==> config.mk <==
export PLATFORM = sky130hd
export DESIGN_NAME = dafx_adc_router_flat
export DESIGN_NICKNAME = d
export VERILOG_FILES = /design/src/rtl/dafx_pkg.sv /design/src/rtl/dafx_adc_router_if.sv /design/src/rtl/dafx_irq_timer.sv /design/src/rtl/dafx_adc_router.sv /design/src/flat_wrapper.sv
export SDC_FILE = /design/constraint.sdc
export NUM_CORES = 1
export LEC_CHECK = 0
export ABC_AREA = 1
export BUFFER_PORTS_ARGS = -buffer_cell sky130_fd_sc_hd__buf_2
export CORE_ASPECT_RATIO = 1.25
export CORE_MARGIN = 5
export CORE_UTILIZATION = 45
export DETAILED_ROUTE_END_ITERATION = 12
export PLACE_DENSITY = 0.65
export SETUP_SLACK_MARGIN = 0.2
export SLEW_MARGIN = 20
export SYNTH_ARGS = -nofsm -noshare
export SYNTH_HDL_FRONTEND = slang
export SYNTH_SLANG_ARGS = --single-unit
export TNS_END_PERCENT = 10
==> constraint.sdc <==
create_clock -name clk -period 2.5 [get_ports clk]
set_clock_uncertainty 0.1 [all_clocks]
set_input_delay 0.125 -clock clk [delete_from_list [all_inputs] [get_ports clk]]
set_output_delay 0.125 -clock clk [all_outputs]
set_load 0.005 [all_outputs]
==> src/rtl/dafx_pkg.sv <==
// DAFX shared definitions.
// Default widths and counts for the ADC router and IRQ timers.
package dafx_pkg;

    localparam int AUDIO_WIDTH_C          = 24;
    localparam int NR_OF_ADC_CH_C         = 2;
    localparam int NR_OF_IRQ_C            = 2;
    localparam int SAMPLING_IRQ_COUNTER_C = 32;
    localparam int ERR_CNT_WIDTH_C        = 16;

    typedef logic [AUDIO_WIDTH_C-1:0] audio_sample_t;

endpackage

==> src/rtl/dafx_adc_router_if.sv <==
// DAFX ADC sample stream.
// One beat per channel; last marks the frame end.
interface dafx_adc_router_if
    import dafx_pkg::*;
#(
    parameter int AUDIO_WIDTH_P = AUDIO_WIDTH_C
) ();

    logic [AUDIO_WIDTH_P-1:0] adc_data;
    logic                     adc_valid;
    logic                     adc_ready;
    logic                     adc_last;

    modport master (
        output adc_data,
        output adc_valid,
        output adc_last,
        input  adc_ready
    );

    modport slave (
        input  adc_data,
        input  adc_valid,
        input  adc_last,
        output adc_ready
    );

endinterface

==> src/rtl/dafx_irq_timer.sv <==
// DAFX programmable period timer.
// Pulse or sticky interrupt; period 0 disables counting.
module dafx_irq_timer
    import dafx_pkg::*;
#(
    parameter int CNT_WIDTH_P = SAMPLING_IRQ_COUNTER_C
) (
    input  logic                   clk,
    input  logic                   rst_n,
    input  logic [CNT_WIDTH_P-1:0] period,
    input  logic                   sticky,
    input  logic                   clear,
    output logic                   irq
);

    logic [CNT_WIDTH_P-1:0] cnt;
    logic                   tick;

    // >= so a period shortened mid-count fires at once instead of wrapping
    assign tick = (period != '0) && (cnt >= period - CNT_WIDTH_P'(1));

    // period counter, held at 0 while disabled
    always_ff @(posedge clk or negedge rst_n) begin
        if (!rst_n) begin
            cnt <= '0;
        end else if (period == '0 || tick) begin
            cnt <= '0;
        end else begin
            cnt <= cnt + CNT_WIDTH_P'(1);
        end
    end

    // irq output: set beats clear in sticky mode, pulse mode drops any level
    always_ff @(posedge clk or negedge rst_n) begin
        if (!rst_n) begin
            irq <= 1'b0;
        end else if (sticky) begin
            irq <= tick | (irq & ~clear);
        end else begin
            irq <= tick;
        end
    end

endmodule

==> src/rtl/dafx_adc_router.sv <==
// DAFX ADC front end: frame deserialiser, frame stats, IRQ timers.
// Channel registers update only on a frame of exactly N beats.
module dafx_adc_router
    import dafx_pkg::*;
#(
    parameter int AUDIO_WIDTH_P   = AUDIO_WIDTH_C,
    parameter int NR_OF_ADC_CH_P  = NR_OF_ADC_CH_C,
    parameter int NR_OF_IRQ_P     = NR_OF_IRQ_C,
    parameter int IRQ_CNT_WIDTH_P = SAMPLING_IRQ_COUNTER_C,
    parameter int ERR_CNT_WIDTH_P = ERR_CNT_WIDTH_C
) (
    input  logic                       clk,
    input  logic                       rst_n,
    dafx_adc_router_if.slave           adc,
    output logic [0:NR_OF_ADC_CH_P-1][AUDIO_WIDTH_P-1:0] ch_data,
    output logic                       fs_strobe,
    input  logic [0:NR_OF_IRQ_P-1][IRQ_CNT_WIDTH_P-1:0] cr_irq_period,
    input  logic [NR_OF_IRQ_P-1:0]     cr_irq_sticky,
    input  logic [NR_OF_IRQ_P-1:0]     cmd_irq_clear,
    output logic [NR_OF_IRQ_P-1:0]     irq,
    input  logic                       cmd_clear_stats,
    output logic [31:0]                sr_frame_count,
    output logic [ERR_CNT_WIDTH_P-1:0] sr_frame_err
);

    localparam int IDX_W = $clog2(NR_OF_ADC_CH_P + 1);
    localparam logic [IDX_W-1:0] IDX_MAX  = IDX_W'(NR_OF_ADC_CH_P);
    localparam logic [IDX_W-1:0] IDX_LAST = IDX_W'(NR_OF_ADC_CH_P - 1);

    logic                     ready_q;
    logic [IDX_W-1:0]         idx;
    logic [AUDIO_WIDTH_P-1:0] shadow [NR_OF_ADC_CH_P];
    logic                     accept;
    logic                     good_frame;
    logic                     bad_frame;

    assign adc.adc_ready = ready_q;
    assign accept        = adc.adc_valid & ready_q;
    assign good_frame    = accept & adc.adc_last & (idx == IDX_LAST);
    assign bad_frame     = accept & adc.adc_last & (idx != IDX_LAST);

    // ready comes up one edge after reset and never drops
    always_ff @(posedge clk or negedge rst_n) begin
        if (!rst_n) begin
            ready_q <= 1'b0;
        end else begin
            ready_q <= 1'b1;
        end
    end

    // beat capture, frame commit and strobe
    always_ff @(posedge clk or negedge rst_n) begin
        if (!rst_n) begin
            idx       <= '0;
            fs_strobe <= 1'b0;
            ch_data   <= '0;
            for (int i = 0; i < NR_OF_ADC_CH_P; i++) begin
                shadow[i] <= '0;
            end
        end else begin
            fs_strobe <= good_frame;
            if (accept) begin
                for (int i = 0; i < NR_OF_ADC_CH_P; i++) begin
                    if (idx == IDX_W'(i)) begin
                        shadow[i] <= adc.adc_data;
                    end
                end
                if (adc.adc_last) begin
                    idx <= '0;
                end else if (idx != IDX_MAX) begin
                    idx <= idx + IDX_W'(1);
                end
            end
            if (good_frame) begin
                for (int i = 0; i < NR_OF_ADC_CH_P - 1; i++) begin
                    ch_data[i] <= shadow[i];
                end
                ch_data[NR_OF_ADC_CH_P-1] <= adc.adc_data;
            end
        end
    end

    // frame statistics; clear has priority over counting
    always_ff @(posedge clk or negedge rst_n) begin
        if (!rst_n) begin
            sr_frame_count <= '0;
            sr_frame_err   <= '0;
        end else if (cmd_clear_stats) begin
            sr_frame_count <= '0;
            sr_frame_err   <= '0;
        end else begin
            if (good_frame) begin
                sr_frame_count <= sr_frame_count + 32'd1;
            end
            if (bad_frame && sr_frame_err != '1) begin
                sr_frame_err <= sr_frame_err + ERR_CNT_WIDTH_P'(1);
            end
        end
    end

    for (genvar g = 0; g < NR_OF_IRQ_P; g++) begin : g_irq
        dafx_irq_timer #(
            .CNT_WIDTH_P (IRQ_CNT_WIDTH_P)
        ) u_timer (
            .clk    (clk),
            .rst_n  (rst_n),
            .period (cr_irq_period[g]),
            .sticky (cr_irq_sticky[g]),
            .clear  (cmd_irq_clear[g]),
            .irq    (irq[g])
        );
    end

endmodule
==> src/flat_wrapper.sv <==
// flat-port wrapper written by rule: the top's interface ports become plain ports
module dafx_adc_router_flat import dafx_pkg::*;
#(
    parameter int AUDIO_WIDTH_P   = AUDIO_WIDTH_C,
    parameter int NR_OF_ADC_CH_P  = NR_OF_ADC_CH_C,
    parameter int NR_OF_IRQ_P     = NR_OF_IRQ_C,
    parameter int IRQ_CNT_WIDTH_P = SAMPLING_IRQ_COUNTER_C,
    parameter int ERR_CNT_WIDTH_P = ERR_CNT_WIDTH_C
)
  (clk, rst_n, ch_data, fs_strobe, cr_irq_period, cr_irq_sticky, cmd_irq_clear, irq, cmd_clear_stats, sr_frame_count, sr_frame_err, adc_adc_data, adc_adc_valid, adc_adc_last, adc_adc_ready);
  dafx_adc_router_if #(.AUDIO_WIDTH_P(AUDIO_WIDTH_P)) adc_i ();
  input  logic clk;
  input  logic rst_n;
  output logic [0:NR_OF_ADC_CH_P-1][AUDIO_WIDTH_P-1:0] ch_data;
  output logic fs_strobe;
  input  logic [0:NR_OF_IRQ_P-1][IRQ_CNT_WIDTH_P-1:0] cr_irq_period;
  input  logic [NR_OF_IRQ_P-1:0] cr_irq_sticky;
  input  logic [NR_OF_IRQ_P-1:0] cmd_irq_clear;
  output logic [NR_OF_IRQ_P-1:0] irq;
  input  logic cmd_clear_stats;
  output logic [31:0] sr_frame_count;
  output logic [ERR_CNT_WIDTH_P-1:0] sr_frame_err;
  input wire logic [$bits(adc_i.adc_data)-1:0] adc_adc_data;
  input wire logic [$bits(adc_i.adc_valid)-1:0] adc_adc_valid;
  input wire logic [$bits(adc_i.adc_last)-1:0] adc_adc_last;
  output wire logic [$bits(adc_i.adc_ready)-1:0] adc_adc_ready;
  assign adc_i.adc_data = adc_adc_data;
  assign adc_i.adc_valid = adc_adc_valid;
  assign adc_i.adc_last = adc_adc_last;
  assign adc_adc_ready = adc_i.adc_ready;
  dafx_adc_router #(.AUDIO_WIDTH_P(AUDIO_WIDTH_P), .NR_OF_ADC_CH_P(NR_OF_ADC_CH_P), .NR_OF_IRQ_P(NR_OF_IRQ_P), .IRQ_CNT_WIDTH_P(IRQ_CNT_WIDTH_P), .ERR_CNT_WIDTH_P(ERR_CNT_WIDTH_P)) u_core (.clk(clk), .rst_n(rst_n), .adc(adc_i), .ch_data(ch_data), .fs_strobe(fs_strobe), .cr_irq_period(cr_irq_period), .cr_irq_sticky(cr_irq_sticky), .cmd_irq_clear(cmd_irq_clear), .irq(irq), .cmd_clear_stats(cmd_clear_stats), .sr_frame_count(sr_frame_count), .sr_frame_err(sr_frame_err));
endmodule
Yosys cells after proc, flatten, opt, wreduce, memory -nomap -nowiden

Cells that the tools add are included.

Add/subtract/negate cells: 7
Order comparisons: 2
Equality and inequality tests: 4
Muxes and demuxes: 10
Bitwise logic cells: 10
Reduce and logical (&&, ||, !) cells: 15

Operator list:

| kind                                               | count |
|---|---|
| 2-to-1 mux 32 bit                                  | 4 |
| adder 32 x 1 -> 32 bit, second input constant      | 3 |
| >= comparator 32 bit                               | 2 |
| zero test 32 bit                                   | 2 |
| nonzero test 32 bit                                | 2 |
| subtractor 32 x 1 -> 32 bit, second input constant | 2 |
| 2-to-1 mux 16 bit                                  | 2 |
| adder 16 x 1 -> 16 bit, second input constant      | 1 |
| != test 16 bit, second input constant              | 1 |
| bitwise AND 1 bit                                  | 6 |
| nonzero test 2 bit                                 | 3 |
| 2-to-1 mux 2 bit                                   | 2 |
| AND reduction 2 bit                                | 2 |
| logical AND 1 bit                                  | 3 |
| adder 2 x 1 -> 2 bit, second input constant        | 1 |
| == test 2 x 1 -> 1 bit, second input constant      | 1 |
| zero test 2 bit                                    | 1 |
| logical OR 1 bit                                   | 2 |
| 2-to-1 mux 1 bit                                   | 2 |
| != test 2 x 1 -> 1 bit, second input constant      | 1 |
| != test 2 bit, second input constant               | 1 |
| inverter 1 bit                                     | 2 |
| OR 1 bit                                           | 2 |

Register bits after elaboration: 190
Input port bits: 97
Output and inout port bits: 100
Logic and storage cells: 60

Logic depth before layout (Yosys ltp)

Gate-level depths: netlist (run 1).

Depth after elaboration: 6
Mapped depth: 20
Depth with buffers taken out: 20

By module

Synthesis (run 1) repeated with hierarchy kept, for this count alone.

Cell total of the unflattened synthesis: 1714
Area, all modules: 12649.6 um^2

By module, submodules not included:

| module                                    | times used | cells each | area an instance (um^2) | seq. area each (um^2) |
|---|---|---|---|---|
| dafx_adc_router                           | 1          | 717        | 5691.7                  | 3103.0 |
| dafx_irq_timer at u_core.g_irq[1].u_timer | 1          | 503        | 3528.4                  | 825.8 |
| dafx_irq_timer at u_core.g_irq[0].u_timer | 1          | 494        | 3429.5                  | 825.8 |

Worst setup path before layout (run 1)

OpenSTA, ideal clock, no wires.

Path kind: input-to-reg
From: input port cr_irq_period[32] in the netlist's numbering
To: register u_core.g_irq[0].u_timer.cnt[10]
Library setup time: 0.120 ns
Arrival: 2.290 ns
Data required time: 2.280 ns
Path slack: -0.010 ns
Stages on the path: 20
Buffers on the path: 1
Path through: inv_1 > ha_1 > nand2_1 > nor2_2 > inv_1 > nor2_1 > nand3_1 > xnor2_1 > inv_1 > ha_1 > nand2_1 > nor2_1 > nand2_1 > nor2_1 > nor2_1 > nand2_1 > nand2_1 > nand3_1 > buf_2 > nor2_1

Longest elaborated chain between the ends: 5
Elaborated cells between the ends (all ways): 7
Classes of those cells: add/sub (1); order compare (1); mux (1); reduce/logical (4)

RTL lines:

| element                     | RTL line             | RTL |
|---|---|---|
| start, declared             | flat_wrapper.sv:16   | `input logic [0:NR_OF_IRQ_P-1][IRQ_CNT_WIDTH_P-1:0] cr_irq_period;` |
| subtractor 32 x 1 -> 32 bit | dafx_irq_timer.sv:20 | `assign tick = (period != '0) && (cnt >= period - CNT_WIDTH_P'(1));` |
| >= comparator 32 bit        | dafx_irq_timer.sv:20 |  |
| logical AND 1 bit           | dafx_irq_timer.sv:20 |  |
| logical OR 1 bit (*)        | dafx_irq_timer.sv:26 | `end else if (period == '0 \|\| tick) begin` |
| 2-to-1 mux 32 bit (*)       | dafx_irq_timer.sv:26 |  |
| end signal, assigned        | dafx_irq_timer.sv:29 | `cnt <= cnt + CNT_WIDTH_P'(1);` |
| end, declared               | dafx_irq_timer.sv:16 | `logic [CNT_WIDTH_P-1:0] cnt;` |

Every way passes the cells marked *; elsewhere a longest branch is shown, timed or not.
A chain may end at the register's enable or synchronous reset.

Final worst setup path (run 1)

From: input port cr_irq_period[36] in the netlist's numbering
To: register u_core.g_irq[0].u_timer.cnt[8]

Same word-level chain as after synthesis.

==> summary.md, run 1 <==
| Metric | Value |
|---|---|
| Outcome | `finished with violations` |
| Failing checks | `negative setup slack` |
| Synth Area per Inst | `roughly 7.4 um^2` |
| Total power | `8.28 mW` |
| Gr usage total | `about 22%` |
| Final setup violation count | `32` |
| Minimum clock period | `2.55 ns` |
| Clock tree buffer depth | `2` |
| Filler cell count | `approximately 2500` |
| Initial antenna violation count | `0` |
| Layout area overhead | `27.9%` |
| Core Box Area | `around 27000 um^2` |
| Final design utilization | `about three fifths` |
| TritonCTS clock tree | `built` |
| Worst Setup Start Kind | `input pin` |
| Final Cycle Share | `102%` |
| Hold crit path type | `in -> reg` |
| Crit Path Class | `in -> reg` |
| Top-count cell post-synth | `nand2_1` |
| Highest Clock Rate | `~0.4 GHz` |
| Critical-path maximum fanout | `8` |
| Top_reg_cell synth | `dfrtp_1` |
| Crit end category | `flop` |
| Netlist Area Pre-Place | `around 12000 um^2` |
| Clk slew on worst S/H paths | `0.07 ns` |
| Layout Cells excl Fill | `2339` |
| Final Hold Viols | `0` |
| Register area share after synthesis | `~39%` |
| Required time worst endpoint | `about 2.8 ns` |
| Detailed Route WL | `around 34000 um` |
| Place WS | `-0.213 ns` |
| DR vias | `roughly 12000` |
| Maxcap violations | `0` |
| Min setup slack post-route | `-0.0499 ns` |
| Placer congestion estimate | `about 0.9` |
| Synth Warn # | `0` |
| RSZ-0062 raised after global routing | `true` |
| # rows | `67` |
| Post-synth top cells | `448 x nand2_1, 283 x nor2_1, 190 x dfrtp_1, 173 x inv_1, 82 x xor2_1` |
| Worst vdd ir | `0.000472 V` |
| Initial Util | `between 40% and 50%` |
| Static leakage | `7.65 nW` |
| Diodes inserted | `0` |
| Port-buffer cells | `196` |
| Worst-margin pin slew | `0.678 ns` |
| Inserted Clock Buffers | `17` |
| Yosys cell types | `37` |
| Mapped Nets | `1846` |
| CP bufs+invs | `3` |
| Global-route wire length before repair | `approximately 55000 um` |
| CTS Root Cell | `clkbuf_16` |
| Drt drc | `0` |
| Post-DRT Antenna Nets | `0` |
| CP delay by family, top | `simple AND/OR/NAND/NOR gates` |
| Die H | `a little under 200 um` |
| CP max stage delay | `slightly above 0.3 ns` |
| Slew Limit Fails | `0` |
| Largest net degree at the start of global routing | `between 70 and 80` |
| Mapped Cells | `around 1700` |
| Vias per cell | `5.03` |
| Wire per inst | `~14 um` |
| Gr ovfl total | `0` |
| Relative slew slack | `54.8%` |
| Yosys top cell by area | `dfrtp_1` |
| Io pins | `just under 200` |
| Number of synthesized flops with an enable pin | `0` |
| Async S/R FF share, synth | `100%` |
| Skew-Pair Late Insertion Delay | `~0.44 ns` |
| Most used cell, CP | `nand2_1` |
| Die ar. | `slightly above 30000 um^2` |
| Worst path slowest cell | `nor3_4` |
| Placed wire-length estimate | `about 25000 um` |
| Top cell type's share of synthesized area | `~39%` |
| First drt pass iteration count | `5` |
| Dpl cells | `roughly 2300` |
| Die width | `between 150 and 200 um` |
| #FFs+latches synth | `190` |
| Critical Path AT | `2.81 ns` |
| # clock sinks | `190` |
| Final net count | `approximately 2200` |
| H-tree Lvls | `4` |
| CP Cell Sequence | `buf_6 > or2_4 > nor2_4 > nand2_4 > nor3_4 > nand2_1 > xnor2_1 > inv_1 > ha_4 > a21oi_1 > o21ai_0 > nand2_1 > nand2_1 > a21oi_4 > nand3_4 > clkbuf_16 > nor2_2` |
| Initial DRC Count | `roughly 700` |
| Placed instance area | `14300 um^2` |
| Vias in the first global route | `~12000` |
| PwrDens | `approximately 530 nW/um^2` |
| Post-route cell area | `approximately 16000 um^2` |
| Top post-synthesis cells by area | `dfrtp_1 39%, nand2_1 14%, nor2_1 8.6%, ha_1 7.6%, xor2_1 5.8%` |
| Layout cells sized above 1 | `a little over a fifth` |
==> worst reg2reg max path, cell delays in order (launching register included) <==
cell and delay [ns]:
dfrtp_1 0.48, ha_4 0.28, a21oi_1 0.18, o21ai_0 0.15, nand2_1 0.08, nand2_1 0.08
a21oi_4 0.16, nand3_4 0.16, clkbuf_16 0.21, nor2_2 0.08
==> power by group <==
part / total [mW] / leakage, nW / switching (mW) / internal, mW
Sequential: 3.87 / 2.54 / 0.282 / 3.59
Clock: 2.89 / 0.303 / 1.35 / 1.54
Combinational: 1.52 / 4.81 / 0.822 / 0.698
Total: 8.28 / 7.65 / 2.45 / 5.83
==> sequential cells by signal (all words and copies together), names as in the netlist <==
signal	count
u_core.adc.adc_ready	1
u_core.fs_strobe	1
u_core.sr_frame_err	16
u_core.sr_frame_count	32
u_core.g_irq.u_timer.cnt	64
u_core.idx	2
u_core.shadow	24
u_core.ch_data	48
u_core.g_irq.u_timer.irq	2
==> metrics by stage <==
step                setup TNS, ns  hold slack [ns]
floorplan                       0           -0.271
global placement            -8.27           0.0568
detailed placement         -12.38           0.0600
CTS                             0           0.0833
global route                -4.89            0.139
finish                     -0.890            0.100
==> kinds of logic after synthesis <==
group	after synthesis	share of synthesized area [%]
adders and majority gates	75	7.62
AOI/OAI and AO/OA	136	5.81
and+or+nand+nor	944	32.7
other	1	0.0305
DFF	190	38.6
xor gates and xnor gates	123	8.75
buffers and inverters	205	6.43
==> final timing paths <==
check                                           startpoint                               to  slack (ns)  depth (start not counted)
max in group asynchronous                            rst_n  u_core.g_irq[1].u_timer.cnt[31]        1.45                          3
min                                       cr_irq_period[2]      u_core.g_irq[1].u_timer.irq        0.10                          5
max                                      cr_irq_period[36]   u_core.g_irq[0].u_timer.cnt[8]       -0.05                         17
min in group asynchronous                            rst_n               u_core.ch_data[12]        0.15                          2
min reg2reg                              u_core.shadow[28]               u_core.ch_data[28]        0.37                          2
max reg2reg                u_core.g_irq[0].u_timer.cnt[27]   u_core.g_irq[0].u_timer.cnt[8]        0.46                          9
==> metal layers <==
| metal | part of all wire, % | global-route usage [%] |
|---|---|---|
| met1 | 42 | 26.3 |
| met5 | 0 | 0 |
| met4 | 1.6 | 5.91 |
| met3 | 3.8 | 3.09 |
| met2 | 53 | 39.5 |
==> placed cells by master (no fill, tap or decap), types with 7 or more instances in the layout <==
master	Yosys	final
dfrtp_1	190	190
o21ai_0	81	81
nand2_2	7	13
xor2_1	82	81
nand2_1	448	440
buf_2	3	191
buf_4	5	79
clkbuf_16	0	21
ha_1	75	70
nor3_1	53	53
nor2_1	283	253
a21oi_1	39	34
nand4_1	39	39
nor2_4	4	14
dlygate4sd3_1	0	31
xnor2_1	41	41
nand3_2	6	12
inv_1	173	168
nor2_2	10	30
nand3_1	70	60
nor3_2	8	8
buf_6	0	7
==> cell type report <==
class                   instances  area (um^2)  area share (%)
clock inverters                14          199            1.26
well taps                     345          432            2.74
repair buffers                318         2150            13.6
clock buffers                  18          429            2.73
multi-input cells            1279         7120            45.2
flip-flops and latches        190         4750            30.2
inverters                     175          662            4.20
==> what timing repair did <==
item	4_1_cts	5_1_grt
resized for setup	0	82
hold buffers	31	0
endpoints found under the hold margin	120	0
endpoints found under the setup margin	0	66
setup buffers	0	11
Power figures use the tool's default switching activity.
==> run 2, diff against run 1 <==
--- a/config.mk
+++ b/config.mk
@@ -5,13 +5,15 @@
 export SDC_FILE = /design/constraint.sdc
 export NUM_CORES = 1
 export LEC_CHECK = 0
-export ABC_AREA = 1
+export ABC_AREA = 0
 export BUFFER_PORTS_ARGS = -buffer_cell sky130_fd_sc_hd__buf_2
+export CELL_PAD_IN_SITES_DETAIL_PLACEMENT = 1
+export CELL_PAD_IN_SITES_GLOBAL_PLACEMENT = 1
 export CORE_ASPECT_RATIO = 1.25
 export CORE_MARGIN = 5
-export CORE_UTILIZATION = 45
+export CORE_UTILIZATION = 43
 export DETAILED_ROUTE_END_ITERATION = 12
-export PLACE_DENSITY = 0.65
+export PLACE_DENSITY = 0.8
 export SETUP_SLACK_MARGIN = 0.2
 export SLEW_MARGIN = 20
 export SYNTH_ARGS = -nofsm -noshare
==> run 2 against run 1 <==
Global-route usage rose by 3.4 points; via count decreased by 13%; maximum frequency shrank 29%; clock power decreased by 3%; setup slack got worse by 1.1 ns; cell count is 19% lower; combinational power rose by 26%; cell area down 6.9%; synthesized cell count is 30% lower; largest power group unchanged; flip-flop and latch count stayed put; clock-buffer cell count rose by 4; critical endpoint is now u_core.g_irq[1].u_timer.cnt[11]; utilization rose by 1.1 points; the flow still finishes with violations (negative setup slack).
==> summary.md, run 2 <==
| Metric | Value |
|---|---|
| Gr usage total | `~25%` |
| H-tree Lvls | `4` |
| Required time worst endpoint | `roughly 2.7 ns` |
| Critical-path maximum fanout | `13` |
| TritonCTS clock tree | `built` |
| Final Hold Viols | `0` |
| Relative slew slack | `36.7%` |
| Slew Limit Fails | `0` |
| #FFs+latches synth | `190` |
| Final Cycle Share | `144%` |
| Vias in the first global route | `~11000` |
| Layout area overhead | `36.2%` |
| Dpl cells | `approximately 1800` |
| Failing checks | `negative setup slack` |
| Outcome | `finished with violations` |
| Worst path slowest cell | `or4_4` |
| Placed instance area | `around 13000 um^2` |
| Biggest register | `u_core.g_irq.u_timer.cnt` |
| Top_reg_cell synth | `dfrtp_1` |
| Max FFs per register | `64` |
| Place WS | `-1.49 ns` |
| Final setup violation count | `66` |
| Crit end category | `flop` |
| Crit Path Class | `in -> reg` |
| Die ar. | `28300 um^2` |
| Maxcap violations | `0` |
| Layout Cells excl Fill | `approximately 1900` |
| Final net count | `1713` |
| Register area share after synthesis | `roughly 44%` |
| Skew-Pair Late Insertion Delay | `roughly 0.43 ns` |
| Async S/R FF share, synth | `100%` |
| Layout cells sized above 1 | `31.9%` |
| PwrDens | `596 nW/um^2` |
| # rows | `64` |
| CP max stage delay | `0.53 ns` |
| Most frequent cells in the layout | `223 x nand2_1, 193 x buf_2, 189 x dfrtp_1` |
| Cells on worst reg2reg path | `8` |
| Inserted Clock Buffers | `17` |
| Top-count cell post-synth | `nand2_1` |
| Yosys top cell by area | `dfrtp_1` |
| Number of synthesized flops with an enable pin | `0` |
| Die width | `approximately 150 um` |
| Detailed Route WL | `~38000 um` |
| Hold crit path type | `in -> reg` |
| Worst Setup Start Kind | `input pin` |
| DR vias | `10200` |
| Worst-margin pin slew | `~0.95 ns` |
| Top post-synthesis cells by area | `dfrtp_1 44%, ha_1 8.7%, nand2_1 7.8%, xor2_1 6.7%, xnor2_1 5.9%` |
| Top cell type's share of synthesized area | `~44%` |
| CTS Root Cell | `clkbuf_16` |
| Global-route wire length before repair | `between 50000 and 60000 um` |
| Placed wire-length estimate | `roughly 24000 um` |
| Initial DRC Count | `between 400 and 500` |
| Min setup slack post-route | `-1.10 ns` |
| Port-buffer cells | `196` |
| Synth Warn # | `0` |
| Initial Util | `a little over two fifths` |
| Total power | `8.73 mW` |
| Mapped Nets | `between 1000 and 1500` |
| Minimum clock period | `approximately 3.6 ns` |
| Netlist Area Pre-Place | `around 11000 um^2` |
| Post-DRT Antenna Nets | `0` |
| Hold WS | `between 0.1 and 0.15 ns` |
| Vias per cell | `roughly 5.4` |
| Core Box Area | `24600 um^2` |
| Io pins | `around 200` |
| Initial antenna violation count | `1` |
| RSZ-0062 raised after global routing | `true` |
| Placer congestion estimate | `a little under 0.9` |
| Gr ovfl total | `0` |
| # clock sinks | `190` |
| Clock tree buffer depth | `2` |
| Wire per inst | `~20 um` |
| Critical Path AT | `roughly 3.8 ns` |
| Filler cell count | `2875` |
| Worst hold path cell count | `4` |
| Drt drc | `0` |
| Largest net degree at the start of global routing | `69` |
| Post-synth top cells | `224 x nand2_1, 190 x dfrtp_1, 152 x nor2_1, 82 x xor2_1, 75 x ha_1` |
| Highest Clock Rate | `0.278 GHz` |
| First drt pass iteration count | `5` |
| CP Cell Sequence | `buf_6 > or4_4 > or3_4 > buf_4 > nor4_2 > nand2_1 > xor2_1 > ha_1 > nand4_1 > buf_4 > nor4_4 > nand2_1 > a21oi_1 > or3_4 > clkbuf_16 > nor2_1` |
| Commonest non-fill, non-tap cell in the layout | `nand2_1` |
| Synth Area per Inst | `between 9 and 10 um^2` |
| Biggest regs | `u_core.g_irq.u_timer.cnt (64), u_core.ch_data (48), u_core.sr_frame_count (32)` |
| Post-route cell area | `14600 um^2` |
| Die H | `187 um` |
| Clk slew on worst S/H paths | `0.07 ns` |
| Yosys cell types | `52` |
| Mapped Cells | `between 1000 and 1500` |
| Worst vdd ir | `a little over 0.0005 V` |
| Static leakage | `approximately 7.1 nW` |
[run 2: changes by cell type after synthesis, sizes merged, moves of 31 or more]
cell,before,now
nor3,63,29
nor2,297,152
nand2,455,224
inv,175,20
o21ai,81,25
xnor2,41,72
[run 2: kinds of logic (layout without fill, tap and decap cells)]
logic type               Yosys count  in the layout  share of synthesized area (%)
AND/OR/NAND/NOR                  592            592                           25.6
flip-flops                       190            190                           44.2
XOR/XNOR                         154            154                           12.5
AO/OA/AOI/OAI                     78             78                           4.06
adder cells (fa/ha/maj)           75             75                           8.73
buffers and inverters             54            439                           2.32
multiplexers                      24             24                           2.51
other                              1              2                         0.0349
[run 2: where the power goes]
group	total (mW)	internal [mW]	switching, mW	leakage, nW
Clock	2.79	1.54	1.24	0.284
Sequential	4.03	3.67	0.360	2.52
Combinational	1.92	0.893	1.02	4.29
[run 2: per-layer routing]
metal | GRT usage [%] | vias up | share of wire [%]
met5 | 0 | - | 0
met4 | 10.8 | 0 | 4.8
met3 | 3.88 | 124 | 3.9
met2 | 44.8 | 296 | 52
met1 | 29.0 | 5076 | 39
li1 | - | 4726 | -
[run 2: final cells by class]
| class | count | area, um^2 | area share [%] |
|---|---|---|---|
| clock inverters | 9 | 123 | 0.837 |
| clock buffers | 22 | 464 | 3.17 |
| inverters | 20 | 75.1 | 0.512 |
| well taps | 330 | 413 | 2.82 |
| diodes | 1 | 2.50 | 0.0171 |
| flip-flops and latches | 190 | 4760 | 32.5 |
| multi-input cells | 924 | 6180 | 42.2 |
| repair buffers | 388 | 2630 | 18.0 |
[run 2: critical path: cells and delay by family]
kind,cells,cell delay [ns]
AND/OR/NAND/NOR,9,2.24
buffers and inverters,4,0.65
adder cells (fa/ha/maj),1,0.34
AO/OA/AOI/OAI,1,0.29
XOR/XNOR,1,0.17
[run 2: worst paths after layout]
kind | end | from | slack (ns)
max | u_core.g_irq[1].u_timer.cnt[11] | cr_irq_period[18] | -1.10
min | u_core.idx[1] | adc_adc_valid | 0.11
max reg2reg | u_core.g_irq[1].u_timer.cnt[31] | u_core.g_irq[1].u_timer.cnt[1] | -0.41
min reg2reg | u_core.ch_data[27] | u_core.ch_data[27] | 0.37
max in group asynchronous | u_core.g_irq[1].u_timer.cnt[16] | rst_n | 1.32
min in group asynchronous | u_core.ch_data[47] | rst_n | 0.16
[run 2: stage by stage]
stage | util, % | setup TNS, ns
final | 59.6 | -66.57
after global placement | 53.6 | -86.48
after floorplan | - | -71.51
after CTS | 57.9 | -50.96
after detailed placement | 53.6 | -93.22
after global routing | 59.6 | -69.42
[run 2: repair_timing]
action,4_1_cts,5_1_grt
setup buffers,1,5
endpoints found under the hold margin,117,0
gates cloned,0,3
resized for setup,32,63
endpoints found under the setup margin,76,85
pin swaps,12,30
hold buffers,31,0
==> run 3, diff against run 2 <==
--- a/config.mk
+++ b/config.mk
@@ -15,6 +15,7 @@
 export DETAILED_ROUTE_END_ITERATION = 12
 export PLACE_DENSITY = 0.8
 export SETUP_SLACK_MARGIN = 0.2
+export SKIP_LAST_GASP = 1
 export SLEW_MARGIN = 20
 export SYNTH_ARGS = -nofsm -noshare
 export SYNTH_HDL_FRONTEND = slang
==> run 3 against run 2 <==
The flow still finishes with violations (negative setup slack); critical path type unchanged; global-route usage is 0.57 points lower; setup slack gained 0.079 ns; cell count did not move; register-to-register slack improved by 0.22 ns.
==> summary.md, run 3 (synthesized netlist as in run 2, its figures left out) <==
| Metric | Value |
|---|---|
| Static leakage | `~7.0 nW` |
| Worst-margin pin slew | `approximately 0.91 ns` |
| Final setup violation count | `66` |
| Hold WS | `around 0.11 ns` |
| Largest net degree at the start of global routing | `about 70` |
| Critical Path AT | `roughly 3.7 ns` |
| Outcome | `finished with violations` |
| Initial Util | `43.7%` |
| Final Cycle Share | `141%` |
| TritonCTS clock tree | `built` |
| Register Area | `4750 um^2` |
| Skew-Pair Late Insertion Delay | `roughly 0.43 ns` |
| Post-route cell area | `14500 um^2` |
| Drt drc | `0` |
| Worst setup endpoint | `u_core.g_irq[1].u_timer.cnt[30]` |
| Vias in the first global route | `~11000` |
| Worst vdd ir | `0.000493 V` |
| H-tree Lvls | `4` |
| Die H | `between 150 and 200 um` |
| Global-route wire length before repair | `roughly 56000 um` |
| RSZ-0062 raised after global routing | `true` |
| Max FFs per register | `64` |
| Highest Clock Rate | `between 0.2 and 0.3 GHz` |
| Wire per inst | `just under 20 um` |
| Total power | `roughly 8.7 mW` |
| Required time worst endpoint | `2.71 ns` |
| First drt pass iteration count | `4` |
| Cells on worst reg2reg path | `8` |
| CTS Root Cell | `clkbuf_16` |
| Die ar. | `28300 um^2` |
| Worst reg-to-reg setup slack | `-0.19 ns` |
| Placer congestion estimate | `0.884` |
| Layout cells sized above 1 | `about 30%` |
| # rows | `64` |
| # clock sinks | `between 150 and 200` |
| Die width | `approximately 150 um` |
| Hold crit path type | `in -> reg` |
| Commonest non-fill, non-tap cell in the layout | `nand2_1` |
| Biggest register | `u_core.g_irq.u_timer.cnt` |
| Filler cell count | `2895` |
| Initial antenna violation count | `1` |
| Gr usage total | `between 20% and 30%` |
| Failing checks | `negative setup slack` |
| Port-buffer cells | `slightly below 200` |
| Crit end category | `flop` |
| Placed instance area | `approximately 13000 um^2` |
| Crit Path Class | `in -> reg` |
| Most frequent cells in the layout | `223 x nand2_1, 193 x buf_2, 190 x dfrtp_1` |
| Multi-input gate area | `approximately 6000 um^2` |
| Post-DRT Antenna Nets | `0` |
| Vias per cell | `~5.4` |
| Gr ovfl total | `0` |
| Min setup slack post-route | `-1.02 ns` |
| DR vias | `10100` |
| Io pins | `197` |
| Placed wire-length estimate | `around 24000 um` |
| FF-to-FF Start | `u_core.g_irq[0].u_timer.cnt[13]` |
| Initial DRC Count | `524` |
| CP startpoint | `cr_irq_period[20]` |
| Final Hold Viols | `0` |
| Inserted Clock Buffers | `17` |
| Detailed Route WL | `approximately 36000 um` |
| Worst reg2reg path endpoint | `u_core.g_irq[0].u_timer.cnt[28]` |
| Slew Limit Fails | `0` |
| Maxcap violations | `0` |
| Biggest regs | `u_core.g_irq.u_timer.cnt (64), u_core.ch_data (48), u_core.sr_frame_count (32)` |
| Critical-path maximum fanout | `13` |
| Clk slew on worst S/H paths | `roughly 0.070 ns` |
| Minimum clock period | `between 3 and 4 ns` |
| PwrDens | `roughly 600 nW/um^2` |
| Relative slew slack | `about 40%` |
| Layout area overhead | `34.6%` |
| Final net count | `between 1500 and 2000` |
| Final design utilization | `between 50% and 60%` |
| Clock tree buffer depth | `2` |
| Worst Setup Start Kind | `input pin` |
| Worst hold path cell count | `5` |
| Core Box Area | `~25000 um^2` |
run 3: changes by cell type in the layout (fill, tap and decap cells not counted), moves of 3 or more:
| cell | previous run | this run |
|---|---|---|
| a21oi_2 | 7 | 1 |
| nor4_1 | 11 | 16 |
| nor4_2 | 10 | 7 |
| nor2_1 | 132 | 140 |
| nor3_1 | 22 | 25 |
| nor2_2 | 15 | 5 |
| a21oi_1 | 31 | 37 |
run 3: worst min path at each step:
| stage | from | end | slack (ns) |
|---|---|---|---|
| after CTS | adc_adc_valid | u_core.idx[1] | 0.08 |
| after floorplan | rst_n | u_core.adc.adc_ready | -0.27 |
| after global routing | adc_adc_valid | u_core.idx[1] | 0.13 |
| after detailed placement | rst_n | u_core.shadow[24] | 0.08 |
| final | adc_adc_valid | u_core.idx[1] | 0.11 |
| after global placement | rst_n | u_core.ch_data[24] | 0.07 |
run 3: report_power, final:
group	leakage, nW	switching (mW)	internal, mW
clock	0.284	1.24	1.55
combinational	4.24	1.00	0.885
sequential	2.52	0.356	3.67
total	7.04	2.60	6.10
run 3: layout make-up:
| cell class | instances | area share (%) |
|---|---|---|
| well taps | 330 | 2.85 |
| inverters | 20 | 0.519 |
| repair buffers | 388 | 18.2 |
| diodes | 1 | 0.0173 |
| clock inverters | 9 | 0.847 |
| flip-flops and latches | 190 | 32.8 |
| multi-input cells | 924 | 41.6 |
| clock buffers | 22 | 3.21 |
run 3: timing repair:
item                       4_1_cts  5_1_grt
resized for setup                7       50
gates cloned                     0        3
setup buffers                    1        5
pin swaps                        2       27
setup endpoints to repair       76       86
hold buffers                    31        0
hold endpoints to repair       117        0
run 3: metrics by stage:
stage          instances  setup WS, ns  setup TNS (ns)
3_3_place_gp        1812         -1.38          -86.48
6_report            1884         -1.02          -65.01
2_1_floorplan       1168         -1.20          -71.51
5_1_grt             1884         -1.19          -74.59
4_1_cts             1875        -0.924          -58.82
3_5_place_dp        1812         -1.49          -93.22
run 3: layer usage:
layer | global-route usage [%] | routed length (um)
met3 | 3.54 | 1320
met4 | 9.00 | 1450
met2 | 44.0 | 19200
met1 | 29.0 | 14500
met5 | 0 | 0
run 3: worst max-delay path: stages:
cell       delay, ns
buf_6           0.10
or4_4           0.53
or3_4           0.43
or3_4           0.45
buf_6           0.15
nor2_4          0.09
xnor2_1         0.09
ha_1            0.30
nand4_1         0.18
buf_4           0.21
nor4_4          0.21
buf_4           0.18
nand2_2         0.05
o211ai_1        0.15
or3_4           0.25
clkbuf_16       0.18
nor2_1          0.06
